[src/rtl/mem_arb_pkg.sv]
// mem_arb_pkg: shared FSM state type, port IDs and sizing helper for the memory arbiter.
package mem_arb_pkg;
  typedef enum logic [1:0] {IDLE, ACCESS, RESP} state_e;
  localparam logic PORT_FETCH = 1'b0;
  localparam logic PORT_DATA = 1'b1;
  localparam logic [31:0] ERR_DATA_DEF = 32'hDEAD_BEEF;
  function automatic int clog2(input int v);
    int r;
    r = 1;
    while ((1 << r) < v) r++;
    return r;
  endfunction
endpackage

[src/rtl/wait_timer.sv]
// wait_timer: counts ACCESS cycles and flags the last cycle allowed before an abort.
module wait_timer
  import mem_arb_pkg::*;
#(
  parameter int TIMEOUT = 15
) (
  input  logic iClk,
  input  logic iRst,
  input  logic clr_i,
  input  logic en_i,
  output logic expire_o
);
  localparam int W = clog2(TIMEOUT);
  logic [W-1:0] cnt_q, cnt_d;
  always_comb cnt_d = clr_i ? '0 : en_i ? cnt_q + W'(1) : cnt_q;
  always_ff @(posedge iClk) cnt_q <= iRst ? '0 : cnt_d;
  assign expire_o = en_i && cnt_q == W'(TIMEOUT - 1);
endmodule

[src/rtl/mem_arbiter.sv]
// mem_arbiter: round-robin sharing of one memory port between fetch and load/store,
// with registered strobes and a wait-state timeout on every access.
module mem_arbiter
  import mem_arb_pkg::*;
#(
  parameter int ADDR_W = 32,
  parameter int DATA_W = 32,
  parameter int TIMEOUT = 15,
  parameter logic [DATA_W-1:0] ERR_DATA = DATA_W'(ERR_DATA_DEF)
) (
  input  logic              iClk,
  input  logic              iRst,
  input  logic              iF_Req,
  input  logic [ADDR_W-1:0] iF_Addr,
  output logic [DATA_W-1:0] oF_Data,
  output logic              oF_Ack,
  input  logic              iD_Req,
  input  logic              iD_We,
  input  logic [ADDR_W-1:0] iD_Addr,
  input  logic [DATA_W-1:0] iD_WData,
  output logic [DATA_W-1:0] oD_RData,
  output logic              oD_Ack,
  output logic [ADDR_W-1:0] oMem_Addr,
  output logic [DATA_W-1:0] oMem_WData,
  output logic              oMem_Read,
  output logic              oMem_Write,
  input  logic [DATA_W-1:0] iMem_RData,
  input  logic              iMem_Ack,
  output logic              oBusy,
  output logic              oErr
);
  state_e state_q, state_d;
  logic grant_q, last_q, pick, go, done, expire;
  logic [DATA_W-1:0] rdata;
  wait_timer #(.TIMEOUT(TIMEOUT)) u_timer (
    .iClk     (iClk),
    .iRst     (iRst),
    .clr_i    (go),
    .en_i     (state_q == ACCESS),
    .expire_o (expire)
  );
  always_comb begin
    pick = (iF_Req && iD_Req) ? ~last_q : iD_Req;
    go = state_q == IDLE && (iF_Req || iD_Req);
    done = state_q == ACCESS && (iMem_Ack || expire);
    rdata = iMem_Ack ? iMem_RData : ERR_DATA;
    state_d = go ? ACCESS : done ? RESP : state_q == RESP ? IDLE : state_q;
  end
  assign oBusy = state_q != IDLE;
  // The strobe that is still high at completion tells a store from a load.
  always_ff @(posedge iClk) begin
    if (iRst) begin
      state_q <= IDLE;
      grant_q <= PORT_FETCH;
      last_q <= PORT_DATA;
      oMem_Addr <= '0;
      oMem_WData <= '0;
      oMem_Read <= 1'b0;
      oMem_Write <= 1'b0;
      oF_Data <= '0;
      oD_RData <= '0;
      oF_Ack <= 1'b0;
      oD_Ack <= 1'b0;
      oErr <= 1'b0;
    end else begin
      state_q <= state_d;
      oF_Ack <= done && grant_q == PORT_FETCH;
      oD_Ack <= done && grant_q == PORT_DATA;
      if (go) begin
        grant_q <= pick;
        last_q <= pick;
        oMem_Addr <= pick == PORT_DATA ? iD_Addr : iF_Addr;
        if (pick == PORT_DATA) oMem_WData <= iD_WData;
        oMem_Read <= !(pick == PORT_DATA && iD_We);
        oMem_Write <= pick == PORT_DATA && iD_We;
      end
      if (done) begin
        oMem_Read <= 1'b0;
        oMem_Write <= 1'b0;
        if (!iMem_Ack) oErr <= 1'b1;
        if (!oMem_Write && grant_q == PORT_FETCH) oF_Data <= rdata;
        if (!oMem_Write && grant_q == PORT_DATA) oD_RData <= rdata;
      end
    end
  end
endmodule

[config.mk]
export PLATFORM = sky130hd
export DESIGN_NAME = mem_arbiter
export DESIGN_NICKNAME = d
export VERILOG_FILES = /design/src/rtl/mem_arb_pkg.sv /design/src/rtl/wait_timer.sv /design/src/rtl/mem_arbiter.sv
export SDC_FILE = /design/constraint.sdc
export NUM_CORES = 1
export LEC_CHECK = 0
export ABC_AREA = 1
export ABC_CLOCK_PERIOD_IN_PS = 1780
export CORE_ASPECT_RATIO = 2
export CORE_MARGIN = 3
export CORE_UTILIZATION = 38
export CTS_CLUSTER_DIAMETER = 30
export DETAILED_ROUTE_END_ITERATION = 10
export PLACE_DENSITY = 0.77
export SYNTH_ARGS = -nofsm -noshare
export SYNTH_HDL_FRONTEND = slang
export SYNTH_HIERARCHICAL = 1
export SYNTH_SLANG_ARGS = --single-unit
[constraint.sdc]
create_clock -name iClk -period 1.78 [get_ports iClk]
set_input_delay 0.534 -clock iClk [delete_from_list [all_inputs] [get_ports iClk]]
set_output_delay 0.534 -clock iClk [all_outputs]
set_load 0.01 [all_outputs]
==> results of run 1 <==
-- registers in the layout, summed over array words and instances, names as in the netlist --
name and count:
oF_Data 32, last_q 1, oErr 1, oMem_Addr 32, oD_RData 32, state_q 2, oMem_Read 1, oF_Ack 1
u_timer/cnt_q 4, oMem_Write 1, oD_Ack 1, grant_q 1, oMem_WData 32
-- report_power, final --
part           leakage, nW  internal (mW)  switching (mW)
logic                 3.73          0.966            1.12
clock network        0.249           1.83            1.35
registers             1.15           3.46           0.158
total                 5.13           6.26            2.62
-- logic make-up after synthesis --
kind of cell    share of synthesized area
fa+ha+maj                         0.00404
buf+inv                             0.131
simple gates                        0.375
flops                               0.456
compound gates                     0.0346
-- how the worst max path moves through the flow --
stage	cells after the start	slack [ps]	end
global placement	7	-240	oD_RData[25]
finish	3	80	oBusy
CTS	3	-0.0009	oBusy
detailed placement	7	-330	oD_RData[28]
global route	3	5	oBusy
floorplan	11	120	oD_RData[14]
-- layer usage --
metal  global-route usage  vias up  part of all wire
li1                     -     3355                 -
met1                0.209     2842              0.34
met2                0.405      222              0.55
met3               0.0633       37             0.065
met4                0.101        0             0.037
met5                    0        -                 0
-- cell usage in the layout (no fill, tap or decap) --
master	netlist	routed
nand3_1	124	124
buf_12	0	14
a21oi_1	38	38
nor3_1	2	2
clkbuf_16	0	17
nor2_1	101	100
dfxtp_2	0	1
clkinv_4	0	1
nand2_2	1	2
buf_4	5	17
inv_2	24	24
o22ai_1	1	1
clkinv_2	0	5
clkdlybuf4s15_2	0	1
nand2_1	323	322
dfxtp_1	141	140
dlygate4sd2_1	0	133
nor2_4	5	6
clkbuf_8	0	2
clkbuf_1	9	1
diode_2	0	1
clkdlybuf4s50_1	0	133
nor2_2	3	3
ha_1	2	2
inv_1	114	114
o21ai_0	2	2
a211oi_1	1	1
clkinvlp_4	0	5
nand3_4	1	1
buf_6	5	1
-- through the flow --
step	util	setup slack [ps]	std cells	hold WS (ps)
finish	0.607	84.5	1415	437
global route	0.607	4.60	1415	459
CTS	0.606	-0.000888	1414	442
detailed placement	0.583	-335	1383	431
global placement	0.583	-243	1383	427
floorplan	-	118	936	427
-- worst max-delay path, cell delays in order (launching register included) --
cell	delay (ps)
dfxtp_1	350
inv_2	70
nand2_2	90
clkdlybuf4s15_2	240
-- cell usage after synthesis (all sizes together) --
cell type,count
a21oi,38
nand2,324
clkbuf,9
nor2,109
o22ai,1
nand3,125
o21ai,2
nor3,2
a211oi,1
buf,44
dfxtp,141
inv,138
ha,2
-- final cells by class --
| type | instances | area, sq um | share of cell area |
|---|---|---|---|
| clock inverters | 11 | 71.3 | 0.00741 |
| clock buffers | 20 | 457 | 0.0475 |
| flip-flops and latches | 141 | 2820 | 0.294 |
| multi-input cells | 604 | 2570 | 0.267 |
| repair buffers | 299 | 2930 | 0.304 |
| well taps | 201 | 251 | 0.0261 |
| diodes | 1 | 2.50 | 0.000260 |
| inverters | 138 | 518 | 0.0538 |
-- timing repair --
action                                  in CTS  in global routing
gates cloned                                 0                  0
gates resized for setup                    136                  3
endpoints found under the setup margin     134                 20
==> metrics.cfg, run 1 <==
[synthesis]
synth_top_area_share = 0.456
yosysTopAreaCell = dfxtp_1
syn_area_sq_um = 6190
syn-num-nets = 1072
synthCells = 936
ys_seq_elements = 141
synth_area_per_cell_sq_um = 6.62
yosys_warnings = 6
yosys.cell_types.count = 21
ys_seq_area_frac = 0.456
netlist_top_cells_area = dfxtp_1 46%, nand2_1 20%, nand3_1 10%

[grt]
grt_pass1_vias = 6363
grt_remaining_overflow = 0
grt_max_degree = 65
antenna_found_initial = 1
grt_pass1_wl_um = 30600
grt_usage = 0.218

[clock_network]
cts.sinks = 141
cts_hold_buf = 0
numCtsBuffers = 17
cts_tree = built
cts_max_level = 4
path_clk_slew_ps = 60
cts_buffer_depth = 2
cts_setup_buffers = 0
cts_root_buffer = clkbuf_16
clock_latency_ps = 410

[placed_design]
gp_congestion = 0.820
post-dp-hpwl_um = 14200
placed_cell_area_sq_um = 9250
port-buffer-count = 267

[routing]
route.detailed.drc = 0
drt_pass1_iterations = 5
routed_wirelength_um = 19000
vias_per_cell = 4.56
via_count = 6456
drtIter0Drc = 139
ant_nets = 0
wl_per_cell_um = 13.4

[worst_setup_path]
crit_required_ps = 1250
end_kind = output pin
timing.rr.end = oF_Data[6]
setup.worst_path.start_class = flop
rr_worst_depth = 10
r2r-start = u_timer/cnt_q[0]
crit_fanout = 4
arrival_ps = 1160
rrSetupSlack_ps = 150
crit_type = reg -> out
crit_start = state_q[0]

[min_path]
hp-start = oMem_WData[14]
holdPathEnd = oMem_WData[14]
hold_depth = 2
hp-class = reg -> reg

[pwr]
p_total_mw = 8.88
p_leak_nw = 5.13
p_per_area_nw_per_um2 = 923
vdd_ir_drop_max_mv = 0.712

[floorplanning]
start_util = 0.390
die_h_um = 187
rows = 65
core_sq_um = 15900
die_x_um = 96.3
dieArea_sq_um = 18000
io_pins = 268

[timing]
finalSetupViolCount = 0
hold_viol = 0
finalCritPeriodShare = 0.953
setup_tns_ps = 0
slew_viol_final = 0
fmax_mhz = 590
period_minus_slack_ps = 1700
clock_skew_ps = 9.26
worstMarginPinSlew_ps = 341
relSlewSlack = 0.773
rsz0062_at_grt = false

[layout]
fin_area_sq_um = 9620
area_growth_pct = 55.4
drive_gt1_frac = 0.0824
fin_nets = 1337
fillers = 1510

[outcome]
status = complete, no violations

[job]
drv_cap = 0

(Power assumes the default switching activity.)
==> inputs of run 2 (changes only) <==
- ABC_CLOCK_PERIOD_IN_PS: 1780 -> 1700
- CORE_UTILIZATION: 38 -> 43
- PLACE_DENSITY: 0.77 -> 0.82
- clock period: 1.78 -> 1.7 ns (I/O delays scaled with it)
==> run 2 against run 1 <==
Net effect: sequential power is 4% higher; final area up 0.62%; worst hold slack better by 2.3 ps; highest routed layer unchanged.
==> metrics.cfg, run 2 (synthesis gave the netlist of run 1 again) <==
[clock_network]
cts.sinks = 141  ; unchanged
numCtsBuffers = 17  ; unchanged
path_clk_slew_ps = 60  ; about the same
clock_latency_ps = 400  ; was 410 ps
cts_buffer_depth = 2  ; unchanged
cts_max_level = 4  ; unchanged
cts_hold_buf = 0  ; unchanged
cts_tree = built  ; unchanged
cts_root_buffer = clkbuf_16  ; unchanged

[placed_design]
post-dp-hpwl_um = 13500  ; was 14200 um
port-buffer-count = 267  ; unchanged
placed_cells = 1374  ; was 1383
gp_congestion = 0.847  ; was 0.820

[pwr]
p_leak_nw = 5.18  ; was 5.13 nW
vdd_ir_drop_max_mv = 0.751  ; was 0.712 mV
p_per_area_nw_per_um2 = 1000  ; was 923 nW/um^2

[layout]
n_antenna_cell = 0  ; was 1
final_cells = 1405  ; was 1415
fin_nets = 1340  ; was 1337
area_growth_pct = 56.3  ; was 55.4%
post-route-util = 0.693  ; was 0.607
layout_common_cells = 323 x nand2_1, 139 x dfxtp_1, 133 x clkdlybuf4s50_1, 133 x dlygate4sd2_1, 124 x nand3_1  ; was 322 x nand2_1, 140 x dfxtp_1, 133 x clkdlybuf4s50_1, 133 x dlygate4sd2_1, 124 x nand3_1
layout_commonest_cell = nand2_1  ; unchanged
drive_gt1_frac = 0.0847  ; was 0.0824

[job]
drv_cap = 0  ; unchanged

[grt]
grt_usage = 0.227  ; was 0.218
grt_pass1_wl_um = 29200  ; was 30600 um
grt_remaining_overflow = 0  ; unchanged
antenna_found_initial = 0  ; was 1
grt_max_degree = 65  ; unchanged
grt_pass1_vias = 6085  ; was 6363

[worst_setup_path]
setup.worst_path.start_class = flop  ; unchanged
crit_type = reg -> out  ; unchanged
crit_required_ps = 1190  ; was 1250 ps
arrival_ps = 1060  ; was 1160 ps
max_stage_delay_ps = 370  ; was 350 ps
critPathSlowestCell = dfxtp_1  ; unchanged
crit_family = flip-flops  ; unchanged
crit_fanout = 2  ; was 4
end_kind = output pin  ; unchanged
cp_num_buf_inv = 1  ; was 2
crit_chain = dlygate4sd2_1  ; was inv_2, nand2_2, clkdlybuf4s15_2

[floorplanning]
die_h_um = 176  ; was 187 um
die_x_um = 90.9  ; was 96.3 um
dieArea_sq_um = 16000  ; was 18000 sq um
io_pins = 268  ; unchanged
rows = 61  ; was 65
core_sq_um = 14000  ; was 15900 sq um
start_util = 0.443  ; was 0.390

[routing]
routed_wirelength_um = 18200  ; was 19000 um
route.detailed.drc = 0  ; unchanged
ant_nets = 0  ; unchanged
via_count = 6396  ; was 6456
drtIter0Drc = 165  ; was 139
vias_per_cell = 4.55  ; was 4.56
drt_pass1_iterations = 5  ; unchanged
wl_per_cell_um = 13.0  ; was 13.4 um

[outcome]
status = complete, no violations  ; unchanged

[timing]
clock_skew_ps = 10.7  ; was 9.26 ps
period_minus_slack_ps = 1570
worstMarginPinSlew_ps = 315  ; was 341 ps
rsz0062_at_grt = false  ; unchanged
hold_viol = 0  ; unchanged
relSlewSlack = 0.790  ; was 0.773
fmax_mhz = 638
slew_viol_final = 0  ; unchanged
whs_ps = 439  ; was 437 ps
finalSetupViolCount = 0  ; unchanged
finalCritPeriodShare = 0.923

[min_path]
hp-class = reg -> reg  ; unchanged

[run 2: final cells by class]
type | instances | area, sq um
inverter | 138 | 518
timing repair buffer | 302 | 2940
clock buffer | 18 | 429
fill | 1229 | 4290
clock inverter | 13 | 165
sequential | 141 | 2830
multi-input combinational | 604 | 2570
tap | 189 | 236
[run 2: final timing paths]
kind | startpoint | endpoint | slack [ps] | cells past startpoint
worst max-delay path | oF_Data[8] | oF_Data[8] | 130 | 1
worst min-delay path | oMem_WData[8] | oMem_WData[8] | 440 | 2
worst max register to register | u_timer/cnt_q[1] | oD_RData[6] | 160 | 9
worst min register to register | oMem_WData[8] | oMem_WData[8] | 440 | 2
[run 2: metal layers]
layer	routed length, um	share of wire	track usage	up-vias
met2	10200	0.56	0.445	194
li1	-	-	-	3353
met5	0	0	0	-
met1	6510	0.36	0.223	2817
met3	952	0.052	0.0562	32
met4	522	0.029	0.0907	0
[run 2: report_power, final]
part	leakage [nW]	switching (mW)	internal [mW]	total, mW
sequential	1.15	0.155	3.62	3.78
clock	0.291	1.42	2.31	3.74
combinational	3.74	1.17	1.02	2.19
total	5.18	2.75	6.95	9.70
[run 2: timing repair]
item	in CTS	in global routing
buffers inserted	0	0
resized for setup	137	2
endpoints found under the setup margin	134	9
pin swaps	0	0
[run 2: stage by stage]
step                power (mW)  setup slack, ps  instance area, sq um  TNS, ps
CTS                       9.82             15.3                  9690        0
detailed placement        6.26             -179                  9260   -19280
global route              10.2             3.15                  9680        0
floorplan                 4.97             37.8                  6190        0
global placement          6.22             -142                  9260   -13860
finish                    9.70              132                  9680        0
